[src/rtl/y86_pkg.sv]
`default_nettype none
// +------------------------------------------------------------------+
// | y86_pkg : shared Y86-64 status codes, register ids and icodes     |
// | Rev 1.0                                                           |
// +------------------------------------------------------------------+
package y86_pkg;

    localparam logic [2:0] STAT_BUB = 3'd0;
    localparam logic [2:0] STAT_AOK = 3'd1;
    localparam logic [2:0] STAT_HLT = 3'd2;
    localparam logic [2:0] STAT_ADR = 3'd3;
    localparam logic [2:0] STAT_INS = 3'd4;

    localparam logic [3:0] RNONE = 4'hF;
    localparam logic [3:0] RRSP  = 4'h4;

    localparam logic [3:0] I_HALT   = 4'h0;
    localparam logic [3:0] I_NOP    = 4'h1;
    localparam logic [3:0] I_RRMOVQ = 4'h2;
    localparam logic [3:0] I_IRMOVQ = 4'h3;
    localparam logic [3:0] I_RMMOVQ = 4'h4;
    localparam logic [3:0] I_MRMOVQ = 4'h5;
    localparam logic [3:0] I_OPQ    = 4'h6;
    localparam logic [3:0] I_JXX    = 4'h7;
    localparam logic [3:0] I_CALL   = 4'h8;
    localparam logic [3:0] I_RET    = 4'h9;
    localparam logic [3:0] I_PUSHQ  = 4'hA;
    localparam logic [3:0] I_POPQ   = 4'hB;

    // Codes above INS have no architectural meaning and report as INS.
    function automatic logic [2:0] stat_norm(input logic [2:0] s);
        return (s > STAT_INS) ? STAT_INS : s;
    endfunction

endpackage
`default_nettype wire

[src/rtl/y86_regfile.sv]
`default_nettype none
// +------------------------------------------------------------------+
// | y86_regfile : NREGS x 64 register file, 2 write / 2 read ports   |
// | Optional same-cycle write-through when WB_BYPASS_EN is defined.  |
// | Rev 1.0                                                           |
// +------------------------------------------------------------------+
module y86_regfile
    import y86_pkg::*;
#(
    parameter int NREGS = 15
) (
    input  logic        clk,
    input  logic        rst_n,
    input  logic        we_e,
    input  logic [3:0]  dst_e,
    input  logic [63:0] val_e,
    input  logic        we_m,
    input  logic [3:0]  dst_m,
    input  logic [63:0] val_m,
    input  logic [3:0]  src_a,
    input  logic [3:0]  src_b,
    output logic [63:0] rval_a,
    output logic [63:0] rval_b
);

    logic [63:0] r_regs [NREGS];

    // M is written last so it overrides E on a shared destination (popq %rsp).
    always_ff @(posedge clk) begin
        if (!rst_n) begin
            for (int i = 0; i < NREGS; i++) begin
                r_regs[i] <= '0;
            end
        end else begin
            if (we_e && (int'(dst_e) < NREGS)) begin
                r_regs[dst_e] <= val_e;
            end
            if (we_m && (int'(dst_m) < NREGS)) begin
                r_regs[dst_m] <= val_m;
            end
        end
    end

    function automatic logic [63:0] rd_port(input logic [3:0] addr);
        logic [63:0] v;
        v = '0;
        if ((addr != RNONE) && (int'(addr) < NREGS)) begin
            v = r_regs[addr];
        end
`ifdef WB_BYPASS_EN
        if (we_e && (dst_e == addr)) begin
            v = val_e;
        end
        if (we_m && (dst_m == addr)) begin
            v = val_m;
        end
`endif
        return v;
    endfunction

    always_comb begin
        rval_a = rd_port(src_a);
        rval_b = rd_port(src_b);
    end

endmodule
`default_nettype wire

[src/rtl/wb_stage.sv]
`default_nettype none
// +------------------------------------------------------------------+
// | wb_stage : Y86-64 PIPE writeback - commit, status FSM, retire cnt |
// | Option macro: WB_BYPASS_EN (read write-through in y86_regfile).   |
// | Rev 1.0                                                           |
// +------------------------------------------------------------------+
module wb_stage
    import y86_pkg::*;
#(
    parameter int NREGS = 15,
    parameter int CNT_W = 64
) (
    input  logic             clk,
    input  logic             rst_n,
    input  logic [2:0]       w_stat,
    input  logic [3:0]       w_icode,
    input  logic [63:0]      w_valE,
    input  logic [63:0]      w_valM,
    input  logic [3:0]       w_dstE,
    input  logic [3:0]       w_dstM,
    input  logic [3:0]       d_srcA,
    input  logic [3:0]       d_srcB,
    output logic [63:0]      d_rvalA,
    output logic [63:0]      d_rvalB,
    output logic [2:0]       cpu_stat,
    output logic             halted,
    output logic [CNT_W-1:0] retired
);

    typedef enum logic [0:0] {
        S_RUN  = 1'b0,
        S_STOP = 1'b1
    } state_t;

    state_t r_state;

    logic w_run;
    logic w_fault;
    logic w_commit_e;
    logic w_commit_m;
    logic w_retire;

    // icode only feeds external trace hooks; keep it referenced.
    logic w_unused_icode;
    assign w_unused_icode = &{1'b0, w_icode};

    assign w_run      = (r_state == S_RUN);
    assign w_fault    = (w_stat != STAT_BUB) && (w_stat != STAT_AOK);
    assign w_commit_e = w_run && (w_stat == STAT_AOK) && (w_dstE != RNONE);
    assign w_commit_m = w_run && (w_stat == STAT_AOK) && (w_dstM != RNONE);
    assign w_retire   = w_run && ((w_stat == STAT_AOK) || (w_stat == STAT_HLT));

    always_ff @(posedge clk) begin
        if (!rst_n) begin
            r_state  <= S_RUN;
            cpu_stat <= STAT_AOK;
            halted   <= 1'b0;
            retired  <= '0;
        end else begin
            if (w_retire) begin
                retired <= retired + CNT_W'(1);
            end
            case (r_state)
                S_RUN: begin
                    if (w_fault) begin
                        r_state  <= S_STOP;
                        halted   <= 1'b1;
                        cpu_stat <= stat_norm(w_stat);
                    end else begin
                        cpu_stat <= STAT_AOK;
                    end
                end
                S_STOP: begin
                    halted <= 1'b1;
                end
                default: begin
                    r_state <= S_RUN;
                end
            endcase
        end
    end

    y86_regfile #(
        .NREGS (NREGS)
    ) u_regfile (
        .clk    (clk),
        .rst_n  (rst_n),
        .we_e   (w_commit_e),
        .dst_e  (w_dstE),
        .val_e  (w_valE),
        .we_m   (w_commit_m),
        .dst_m  (w_dstM),
        .val_m  (w_valM),
        .src_a  (d_srcA),
        .src_b  (d_srcB),
        .rval_a (d_rvalA),
        .rval_b (d_rvalB)
    );

endmodule
`default_nettype wire

[config.mk]
export PLATFORM = sky130hd
export DESIGN_NAME = wb_stage
export DESIGN_NICKNAME = d
export VERILOG_FILES = /design/src/rtl/y86_pkg.sv /design/src/rtl/y86_regfile.sv /design/src/rtl/wb_stage.sv
export SDC_FILE = /design/constraint.sdc
export NUM_CORES = 2
export LEC_CHECK = 0
export BUFFER_PORTS_ARGS = -buffer_cell sky130_fd_sc_hd__clkbuf_2
export CORE_ASPECT_RATIO = 0.6
export CORE_MARGIN = 2
export CORE_UTILIZATION = 37
export CTS_CLUSTER_DIAMETER = 200
export DETAILED_ROUTE_END_ITERATION = 6
export PLACE_DENSITY = 0.58
export SYNTH_ARGS = -nofsm -noshare
export SYNTH_HDL_FRONTEND = slang
export SYNTH_SLANG_ARGS = --single-unit
[constraint.sdc]
create_clock -name clk -period 3.97 [get_ports clk]
set_input_delay 0.1985 -clock clk [delete_from_list [all_inputs] [get_ports clk]]
set_output_delay 0.1985 -clock clk [all_outputs]
set_load 0.03 [all_outputs]
==> results.txt <==
----------------------------------------------------
[Logic synthesis]
  Most used flip-flop cell after synthesis ... edfxtp_1
  Post-synth EDFFs ... 1024
  Post-synthesis instance area ... 60300 um2
  Most area-hungry cell type in the Yosys netlist ... edfxtp_1
  Seq/Total Area, Yosys ... 53.3%
  Share of async-settable or async-resettable flops after synthesis ... 0%
  Synth unique cells ... 41
  Gate count after technology mapping ... 3791
  Proportion of netlist area held by the largest area contributor ... 51.0%
  Most frequently used cell type in the post-synthesis netlist ... edfxtp_1
  Flop and latch count out of synthesis ... 1093
  Leading cell types by count after synthesis ... 1024 x edfxtp_1, 960 x a22o_1, 640 x mux4_2, 449 x clkbuf_1, 131 x nor2b_1
  Cells taking the most area after synthesis ... edfxtp_1 51%, mux4_2 24%, a22o_1 14%
  Number of warning messages in the yosys log ... 0
  Per-instance average area after synthesis ... 15.9 um2

[Timing]
  Endpoints failing hold ... 0
  Post-Route Skew ... 0.0425 ns
  Worst-Margin Slew ... 1.05 ns
  Post-route worst hold slack ... 0.0361 ns
  Max frequency ... 290 MHz
  Max-slew violation count ... 0
  Setup violation total in the final timing report ... 0
  Setup TNS ... 0 ns
  Max_slew headroom ... 29.4%
  Fraction of the cycle the final worst path needs ... 86.8%
  Unrepaired setup endpoints after global routing ... no
  Post-route minimum period ... 3.45 ns

[Critical path]
  Crit-path max FO ... 46
  Levels on crit path ... 6
  Worst R2R End ... u_regfile.r_regs[2][31]
  Path depth of the worst reg2reg path ... 6
  Largest delay contributor family on the critical path ... simple AND/OR/NAND/NOR gates
  Startpoint kind of the worst setup timing path ... register
  Worst-path cell chain ... or3_1, nor4_1, nand2_1, nor2_4, buf_12, a22o_1
  Worst setup slack for register-to-register paths ... 0.52 ns
  Launching point of the worst reg2reg path ... r_state
  Critical path capture point ... u_regfile.r_regs[2][31]
  Buffering stage count on the worst path with inverters included ... 1
  Start point of the critical path ... r_state
  Cell with the largest stage delay on the worst path ... nor2_4
  Signal arrival time at the worst endpoint ... 4.05 ns
  Worst setup EP type ... register
  Worst stage delay on the critical path ... 0.71 ns
  Data required time of the worst path ... 4.57 ns
  Kind of critical path ... register to register

[Drt]
  Detailed-route DRC error count ... 0
  First-pass DRT Iterations ... 6
  Average routed wire per standard cell ... 37.3 um
  Number of nets still failing antenna checks after routing ... 0
  Total length of routed wires ... 234000 um
  Vias post-DR ... 42915
  Via-per-instance ratio ... 6.85
  DR iter-0 viols ... 6397

[Clocking]
  Buffer cell driving the clock tree root ... clkbuf_16
  Maximum level of the CTS H-tree ... 3
  Clock tree from TritonCTS ... built
  Clock-pin slew reported for the worst setup and hold paths after clock tree synthesis ... 0.07 ns
  Clock buffer count from CTS ... 112
  Clock tree buffer depth ... 3
  Post-CTS Hold Buffers ... 114
  Clock latency on the worst-skew pair ... 0.76 ns
  Setup bufs post-CTS ... 0
  Total of cells resized after clock tree synthesis ... 0
  Total number of clock tree sinks ... 1093

[Layout]
  Total Nets Final ... 4163
  Area taken by flip-flops and latches ... 32100 um2
  Multi-input combinational cell area ... 26400 um2
  Final standard cell utilization of the core ... 43.4%
  Area added between synthesis and finish ... 16.2%
  Layout cells sized above 1 ... 32.7%
  Fill cell total of the finished layout ... 14177

[Status]
  Result of the run ... completed

[Place]
  Port Buffer Count ... 344
  Detailed placement HPWL ... 126000 um
  GPL Wtd Cong ... 0.809

[Pwr]
  Maximum resistive drop on vdd ... 0.000432 V
  Static Leak ... 24.2 nW
  Power per Cell Area ... 407 nW/um2
  Final Total Pwr ... 28.5 mW

[Floorplan]
  Die X-Extent ... 525 um
  Die outline height ... 317 um
  Starting density of the core ... 37.3%
  Boundary pin count ... 349
  Area of the die ... 166000 um2
  Std-Cell Core Area ... 161000 um2
  Number of placement rows ... 114

[Global route]
  Number of global-route vias before repair ... 41798
  Global-route wire length before repair ... 326000 um
  Initial antenna violation count ... 18
  Total global routing overflow ... 0
  Largest net degree at the start of global routing ... 65
  All-Layer GR Usage ... 27.6%

[Min path]
  Type of the most critical hold path ... primary input to register
  Hold wc startpoint ... w_valM[29]

[Job]
  # Max-Cap Violations ... 0

----------------------------------------------------
[per-layer routing]
layer	up-vias	GRT usage (%)	part of all wire [%]
li1	16572	-	-
met1	22701	40.3	41
met2	3183	40.3	43
met3	447	7.89	13
met4	12	7.35	2.9
met5	-	0	0.035
[flip-flops by register name, indices dropped and copies added (netlist names)]
signal and cells:
u_regfile.r_regs 1024, cpu_stat 3, r_state 1, halted 1, retired 64
[power breakdown]
| part | internal [mW] | total [mW] | switching (mW) |
|---|---|---|---|
| Combinational | 1.51 | 3.78 | 2.27 |
| Clock | 6.50 | 11.5 | 4.97 |
| Sequential | 13.0 | 13.3 | 0.231 |
| Total | 21.1 | 28.5 | 7.46 |
[cells by family after synthesis]
family	after synthesis	synth area share, %
flip-flops	1093	53.3
AO/OA/AOI/OAI	1031	14.6
multiplexers	642	24.0
buffers and inverters	574	3.69
AND/OR/NAND/NOR	417	3.91
XOR/XNOR	32	0.465
adder cells (fa/ha/maj)	1	0.0208
other	1	0.00622
[stage by stage]
step	cell area (um2)	std cells	setup slack, ns
floorplan	60500	3854	0.115
global placement	65000	5927	0.625
detailed placement	65000	5927	0.616
CTS	70000	6252	0.601
global route	70000	6256	0.405
finish	70000	6262	0.522
[layout by cell type, fill, tap and decap left out, types with 19 or more instances in the layout]
cell type	count
nor2_4	21
nand2_1	41
buf_4	78
buf_12	70
dfxtp_1	69
edfxtp_1	1024
conb_1	64
clkbuf_2	336
clkbuf_16	116
o21ai_0	19
nand3_1	31
clkinv_1	19
a21oi_1	33
dlygate4sd3_1	114
clkbuf_1	20
nand4_1	24
a22o_1	960
or3_1	23
nor2_1	46
mux4_2	640
nor2b_1	131
[worst min path at each step]
stage / endpoint / depth (start not counted)
CTS: u_regfile.r_regs[1][30] / 2
finish: u_regfile.r_regs[13][29] / 2
floorplan: cpu_stat[2] / 2
global route: u_regfile.r_regs[4][30] / 2
detailed placement: halted / 1
global placement: halted / 1
[cell type report]
class                      count  area share, %
antenna                       10         0.0357
clock buffer                 138           4.29
clock inverter                73           1.24
inverter                      11         0.0590
multi-input combinational   2187           37.7
sequential                  1093           45.9
tap                         2146           3.83
timing repair buffer         604           6.99
Note: power is estimated with default switching activity, not from simulation.
